[config.mk]
export PLATFORM = sky130hd
export DESIGN_NAME = mod_updown_counter
export DESIGN_NICKNAME = d
export VERILOG_FILES = /design/src/rtl/clock_cnt_pkg.sv /design/src/rtl/mod_step_alu.sv /design/src/rtl/mod_updown_counter.sv
export SDC_FILE = /design/constraint.sdc
export NUM_CORES = 1
export LEC_CHECK = 0
export CORE_ASPECT_RATIO = 1.1
export CORE_MARGIN = 5
export CORE_UTILIZATION = 45
export DETAILED_ROUTE_END_ITERATION = 8
export PLACE_DENSITY = 0.76
export SYNTH_ARGS = -nofsm -noshare
export SYNTH_HDL_FRONTEND = slang
export SYNTH_SLANG_ARGS = --single-unit
[constraint.sdc]
create_clock -name clk -period 3.1 [get_ports clk]
set_clock_uncertainty 0.15 [all_clocks]
set_input_delay 0.775 -clock clk [delete_from_list [all_inputs] [get_ports clk]]
set_output_delay 0.775 -clock clk [all_outputs]
set_load 0.01 [all_outputs]
[src/rtl/clock_cnt_pkg.sv]
// Shared types and field moduli for the digital clock counter datapath.
package clock_cnt_pkg;

    typedef enum logic {
        DIR_UP   = 1'b0,
        DIR_DOWN = 1'b1
    } dir_e;

    localparam int SEC_MOD  = 60;
    localparam int MIN_MOD  = 60;
    localparam int HR24_MOD = 24;
    localparam int HR12_MOD = 12;

endpackage

[src/rtl/mod_step_alu.sv]
// Combinational next-count arithmetic for the modulo up/down counter.
// MODCNT_SATURATE_EN selects clamping at the limits instead of wrap-around.
module mod_step_alu
    import clock_cnt_pkg::*;
#(
    parameter int MODULUS = 60,
    parameter int WIDTH   = $clog2(MODULUS)
) (
    input  logic [WIDTH-1:0] count,
    input  logic [WIDTH-1:0] s,
    input  dir_e             dir,
    output logic [WIDTH-1:0] next_count,
    output logic             wrap
);

    localparam logic [WIDTH:0]   MOD_EXT = (WIDTH+1)'(MODULUS);
    localparam logic [WIDTH-1:0] MAX_VAL = WIDTH'(MODULUS - 1);

    // One extra bit keeps count+s from overflowing before the modulus compare.
    logic [WIDTH:0] w_sum;
    assign w_sum = {1'b0, count} + {1'b0, s};

`ifndef MODCNT_SATURATE_EN
    logic [WIDTH:0] w_sum_wrapped;
    logic [WIDTH:0] w_down_wrapped;
    assign w_sum_wrapped  = w_sum - MOD_EXT;
    assign w_down_wrapped = {1'b0, count} + MOD_EXT - {1'b0, s};
`endif

    always_comb begin
        next_count = count;
        wrap       = 1'b0;
        if (dir == DIR_UP) begin
            if (w_sum >= MOD_EXT) begin
                wrap = 1'b1;
`ifdef MODCNT_SATURATE_EN
                next_count = MAX_VAL;
`else
                next_count = w_sum_wrapped[WIDTH-1:0];
`endif
            end else begin
                next_count = w_sum[WIDTH-1:0];
            end
        end else begin
            if (count >= s) begin
                next_count = count - s;
            end else begin
                wrap = 1'b1;
`ifdef MODCNT_SATURATE_EN
                next_count = '0;
`else
                next_count = w_down_wrapped[WIDTH-1:0];
`endif
            end
        end
    end

endmodule

[src/rtl/mod_updown_counter.sv]
// Modulo-N up/down counter with programmable step, load and registered carry/borrow.
// Define MODCNT_SATURATE_EN to clamp at the limits instead of wrapping.
module mod_updown_counter
    import clock_cnt_pkg::*;
#(
    parameter int MODULUS   = 60,
    parameter int WIDTH     = $clog2(MODULUS),
    parameter int STEP_W    = WIDTH,
    parameter int RESET_VAL = 0
) (
    input  logic              clk,
    input  logic              reset,
    input  logic              en,
    input  logic              up_down,
    input  logic [STEP_W-1:0] step,
    input  logic              load,
    input  logic [WIDTH-1:0]  load_val,
    output logic [WIDTH-1:0]  count,
    output logic              carry,
    output logic              borrow,
    output logic              at_max
);

    localparam logic [WIDTH-1:0] MAX_VAL   = WIDTH'(MODULUS - 1);
    localparam logic [WIDTH:0]   MOD_EXT   = (WIDTH+1)'(MODULUS);
    localparam logic [WIDTH-1:0] RESET_CNT = WIDTH'(RESET_VAL);

    logic [WIDTH-1:0] r_count;
    logic             r_carry;
    logic             r_borrow;

    logic [WIDTH-1:0] w_step_sat;
    logic [WIDTH-1:0] w_load_sat;
    logic [WIDTH-1:0] w_next;
    logic             w_wrap;
    dir_e             w_dir;

    // Out-of-range step and load values are clamped so the count never leaves 0..MODULUS-1.
    assign w_step_sat = (int'({1'b0, step}) >= MODULUS) ? MAX_VAL : WIDTH'(step);
    assign w_load_sat = ({1'b0, load_val} >= MOD_EXT) ? MAX_VAL : load_val;
    assign w_dir      = dir_e'(up_down);

    mod_step_alu #(
        .MODULUS (MODULUS),
        .WIDTH   (WIDTH)
    ) u_alu (
        .count      (r_count),
        .s          (w_step_sat),
        .dir        (w_dir),
        .next_count (w_next),
        .wrap       (w_wrap)
    );

    always_ff @(posedge clk) begin
        if (!reset) begin
            r_count  <= RESET_CNT;
            r_carry  <= 1'b0;
            r_borrow <= 1'b0;
        end else if (load) begin
            r_count  <= w_load_sat;
            r_carry  <= 1'b0;
            r_borrow <= 1'b0;
        end else if (en) begin
            r_count  <= w_next;
            r_carry  <= w_wrap & (w_dir == DIR_UP);
            r_borrow <= w_wrap & (w_dir == DIR_DOWN);
        end else begin
            r_carry  <= 1'b0;
            r_borrow <= 1'b0;
        end
    end

    assign count  = r_count;
    assign carry  = r_carry;
    assign borrow = r_borrow;
    assign at_max = (r_count == MAX_VAL);

endmodule

### Yosys cells after proc, flatten, opt, wreduce, memory -nomap -nowiden

Index checks and enable logic that the tools add are counted.

| cells by class | value |
|---|---|
| add/sub/neg operators | 5 |
| magnitude comparators | 4 |
| equality and inequality tests | 1 |
| muxes and demuxes | 10 |
| bitwise logic cells | 5 |
| reduce and logical (&&, ||, !) cells | 2 |

Operator list:

| operator | number |
|---|---|
| $mux 6 | 7 |
| $ge 6x6->1 const B | 2 |
| $sub 6x6->6 | 2 |
| $add 6x6->7 | 1 |
| $ge 7x6->1 const B | 1 |
| $add 6x6->6 const B | 1 |
| $eq 6x6->1 const B | 1 |
| $ge 6x6->1 | 1 |
| $sub 6x6->6 const B | 1 |
| $mux 1 | 3 |
| $not 1->1 | 3 |
| $reduce_or 3->1 | 1 |
| $and 1x1->1 | 2 |
| $reduce_bool 2->1 | 1 |

| word-level totals | value |
|---|---|
| flip-flop bits (word level) | 8 |
| bits of input ports | 17 |
| output and inout port bits | 9 |
| word-level logic and storage cells | 30 |

### Depth between registers and ports, before layout

| depth | value |
|---|---|
| word-level depth | 8 |
| mapped depth | 14 |
| gate-level depth less buffers | 13 |

### Modules after synthesis

Synthesis repeated with hierarchy kept, for this count alone.

| unflattened totals | value |
|---|---|
| cells, all modules | 182 |
| area, all modules | 1427.6 µm² |

By module, submodules not included:

| module | times used | cells an instance | area each (µm²) | sequential area each (µm²) |
|---|---|---|---|---|
| mod_step_alu | 1 | 135 | 1009.7 | 0.0 |
| mod_updown_counter | 1 | 47 | 417.9 | 160.2 |

### Worst setup path before layout

No wires, ideal clock.

| timing path | value |
|---|---|
| path kind | input port to flip-flop |
| start point | in step[4] |
| end point | reg r_count[5] (netlist: count[5]) |
| library setup time | 0.091 ns |
| arrival time | 3.106 ns |
| data required time | 2.859 ns |
| setup slack | -0.247 ns |
| cell stages on the path | 13 |
| buffers on the path | 0 |
| cell sequence | nand4_1 nand2b_1 inv_1 ha_1 fa_1 inv_1 ha_1 o211a_1 a211oi_1 xnor2_1 mux2i_1 xnor2_1 a311oi_1 |

| on the way | value |
|---|---|
| longest elaborated chain between the ends | 8 |
| elaborated cells between the ends (all ways) | 13 |
| classes of those cells | add/sub: 4; order compare: 3; mux: 6 |

Ends and longest elaborated chain:

| element | RTL line | source |
|---|---|---|
| from (decl) | mod_updown_counter.sv:15 | `input logic [STEP_W-1:0] step,` |
| $ge 6x6->1 | mod_updown_counter.sv:39 | `assign w_step_sat = (int'({1'b0, step}) >= MODULUS) ? MAX_VAL : WIDTH'(step);` |
| $mux 6 * | mod_updown_counter.sv:39 |  |
| $add 6x6->7 | mod_step_alu.sv:21 | `assign w_sum = {1'b0, count} + {1'b0, s};` |
| $sub 6x6->6 / $ge 7x6->1 (equally long branches) | mod_step_alu.sv:26, mod_step_alu.sv:34 |  |
| $mux 6 | mod_step_alu.sv:34 | `if (w_sum >= MOD_EXT) begin` |
| $mux 6 * | mod_step_alu.sv:33 | `if (dir == DIR_UP) begin` |
| $mux 6 * | mod_updown_counter.sv:63 | `end else if (en) begin` |
| $mux 6 * | mod_updown_counter.sv:59 | `end else if (load) begin` |
| to (signal assigned) | mod_updown_counter.sv:60 | `r_count <= w_load_sat;` |
| to (signal assigned) | mod_updown_counter.sv:64 | `r_count <= w_next;` |
| to (decl) | mod_updown_counter.sv:28 | `logic [WIDTH-1:0] r_count;` |

Every way passes the cells marked *; elsewhere a longest branch is shown, timed or not. The select of a mux whose other input is x is not followed.
A chain may end at the register's enable or synchronous reset.

### Worst setup path in the final report

| timing path | value |
|---|---|
| start point | in step[4] |
| end point | reg r_count[2] (netlist: count[2]) |

Same word-level chain as after synthesis.

==> impl_metrics.py <==
metrics = {
    "outcome": {
        "outcome": "complete, but fails checks",
        "violations": "negative setup slack",
    },
    "global_route": {
        "grt_max_degree": 10,
        "gr-total-overflow": 0,
        "gr-usage-all-layers_pct": 26.16,
        "grt_first_pass_wirelength_mm": 7.900,
        "grt_pass1_vias": 1666,
        "antenna_found_initial": 0,
    },
    "place": {
        "place.gp.congestion": 0.9116,
        "hpwl_mm": 3.509,
        "port_buffers": 25,
        "place_inst": 259,
        "place_area_um2": 1927,
    },
    "floorplanning": {
        "coreArea_um2": 2753,
        "num_rows": 20,
        "die_w_um": 61.05,
        "start_util_pct": 46.86,
        "ios": 26,
        "fp.dieH_um": 66.16,
        "dieArea_um2": 4039,
    },
    "hold_path": {
        "hold_end": "count[0]",
        "hp-start": "count[0]",
        "hold_path.class": "reg2reg",
        "hold-path-cell-count": 2,
    },
    "layout": {
        "fillers": 158,
        "multi_input_area_um2": 1257,
        "n_antenna_cell": 0,
        "register_area_um2": 160.2,
        "drive_gt1_share_pct": 44.53,
        "fin_area_um2": 2305,
        "layout_commonest_cell": "buf_4",
        "mostFrequentLayoutCells": "56 x buf_4, 19 x clkdlybuf4s50_1, 14 x inv_1",
        "layout.nets": 289,
        "stdcell_count": 280,
        "syn2layout_area_growth_pct": 78.66,
    },
    "route": {
        "ant_nets": 0,
        "vias_per_cell": 5.896,
        "drc": 0,
        "routed_wl_mm": 5.447,
        "firstDrtPassIters": 5,
        "vias": 1651,
        "wl_per_cell_um": 19.45,
        "first_iter_violations": 141,
    },
    "clock_network": {
        "cts_root_buf": "clkbuf_4",
        "clkLatencyLatePin_ps": 270,
        "cts_sinks": 8,
        "clock_path_buffers": 2,
        "cts.clk_slew.worst_paths_ps": 50,
        "cts_tree": "built",
        "cts.htree.levels": 1,
        "cts_hold_buf": 0,
        "numCtsBuffers": 3,
    },
    "logic_synthesis": {
        "synth_cells": 160,
        "synth.avg_cell_area_um2": 8.062,
        "yosysWarnings": 0,
        "netlist_area_um2": 1290,
        "syn-num-nets": 200,
        "yosysSeqAreaShare_pct": 12.42,
        "post_synth_num_cell_types": 46,
        "synth-seq-cells": 8,
    },
    "critical_path": {
        "r2r-start": "count[2]",
        "crit_required_ps": 3100,
        "r2r_slack_ps": 140,
        "crit_arrival_ps": 3250,
        "endpoint_kind": "register",
        "startpoint_type": "primary input",
        "reg2reg_depth": 12,
        "critPathKind": "in2reg",
        "critPathMaxFanout": 2,
        "rr_endpoint": "count[2]",
    },
    "power": {
        "power_density_nw_per_um2": 427.1,
        "p_leak_nw": 1.073,
        "vdd_ir_drop_max_v": 0.0003563,
        "finalPower_mw": 0.9843,
    },
    "sta": {
        "timing.final.crit_share_pct": 105.0,
        "max_clock_freq_ghz": 0.3072,
        "finalSetupTns_ps": -480.3,
        "rsz0062_at_grt": "yes",
        "relSlewSlack_pct": 62.81,
        "setup_viol": 5,
        "drv_slew": 0,
        "fin_hold_ws_ps": 458.6,
        "worst_slew_pin_slew_ps": 556.6,
        "min_period_ps": 3255,
        "setup_ws_ps": -155.4,
        "hold_violations": 0,
    },
    "run": {
        "maxCapViolCount": 0,
    },
}
-- critical path: stages --
cell,delay (ps)
buf_6,70
nand4_1,180
nand2b_4,150
buf_6,110
ha_4,190
and3b_1,170
or3_4,370
buf_6,140
or3_4,410
a31oi_4,190
a21oi_2,100
buf_6,140
xnor2_4,150
o21bai_1,80
-- cell usage after synthesis, drive strengths merged --
cell	n	area, um^2
buf	1	7.510
a311oi	1	8.760
or2	1	6.260
nor3	3	15.01
and4	1	8.760
nor2b	6	37.54
fa	3	60.06
o21bai	3	22.52
o31ai	2	15.01
o31a	1	8.760
a31oi	7	50.05
nor2	7	26.28
o211a	1	10.01
or3	3	23.77
and3b	1	8.760
a211oi	1	7.510
dfxtp	8	160.2
or4	1	7.510
nand3	5	25.02
a21oi	6	33.78
mux2i	5	50.05
o311ai	2	17.52
nand4	3	18.77
xnor2	9	86.34
o41ai	1	16.27
nor3b	3	22.52
xor2	2	17.52
a21boi	3	22.52
ha	20	250.2
or4b	2	20.02
nand2b	5	31.28
and3	1	6.260
clkbuf	2	7.510
nand2	6	22.52
nand3b	3	22.52
inv	21	78.82
o21ai	6	30.02
o22ai	3	18.77
o21a	1	7.510
-- layer usage --
layer  track usage (%)  up-vias  routed length [um]
met5                 0        -                   0
met2             45.11       89                2757
met4             7.046        0                 205
li1                  -      748                   -
met1             33.06      790                2190
met3             3.711       24                 293
-- cell type report --
| type | count | area share, % |
|---|---|---|
| Clock buffer | 3 | 0.9772 |
| Inverter | 21 | 3.529 |
| Multi-Input combinational cell | 128 | 54.56 |
| Sequential cell | 8 | 6.949 |
| Tap cell | 33 | 1.792 |
| Timing Repair Buffer | 87 | 32.19 |
-- worst max path at each step --
stage	startpoint	to	cells past startpoint
after floorplan	step[4]	count[3]	14
after global placement	step[4]	count[5]	14
after detailed placement	step[3]	count[5]	14
after CTS	step[4]	count[5]	14
after global routing	step[4]	count[5]	15
final	step[4]	count[2]	14
-- kinds of logic (layout without fill, tap and decap cells) --
group,after synthesis,in the layout,synth area share (%)
buffers and inverters,24,111,7.274
AO/OA/AOI/OAI,38,38,20.85
adder cells (fa/ha/maj),23,23,24.05
multiplexers,5,5,3.880
XOR/XNOR,11,11,8.051
flip-flops,8,8,12.41
AND/OR/NAND/NOR,51,51,23.47
-- report_power, final --
group	switching, mW	total, mW	leakage (nW)	internal [mW]
combinational	0.355	0.765	0.993	0.410
sequential	0.0217	0.135	0.0661	0.114
clock	0.0391	0.0837	0.0138	0.0445
-- stage by stage --
step / worst slack, ps / util, %
after global placement: -713.8 / 70.00
after detailed placement: -811.8 / 70.00
final: -155.4 / 83.73
after CTS: -100.9 / 77.73
after global routing: -195.5 / 83.73
after floorplan: -77.26 / -
-- registers in the layout, summed over array words and instances, names as in the netlist --
register / flops
carry: 1
count: 6
borrow: 1
-- what timing repair did --
item                                   in CTS  in global routing
pin swaps                                  22                 14
setup endpoints to repair                   6                  5
setup buffers                              14                  5
gates resized for setup                    37                 26
endpoints found under the hold margin       0                  0
No activity file was read; power rests on OpenSTA's default activity.
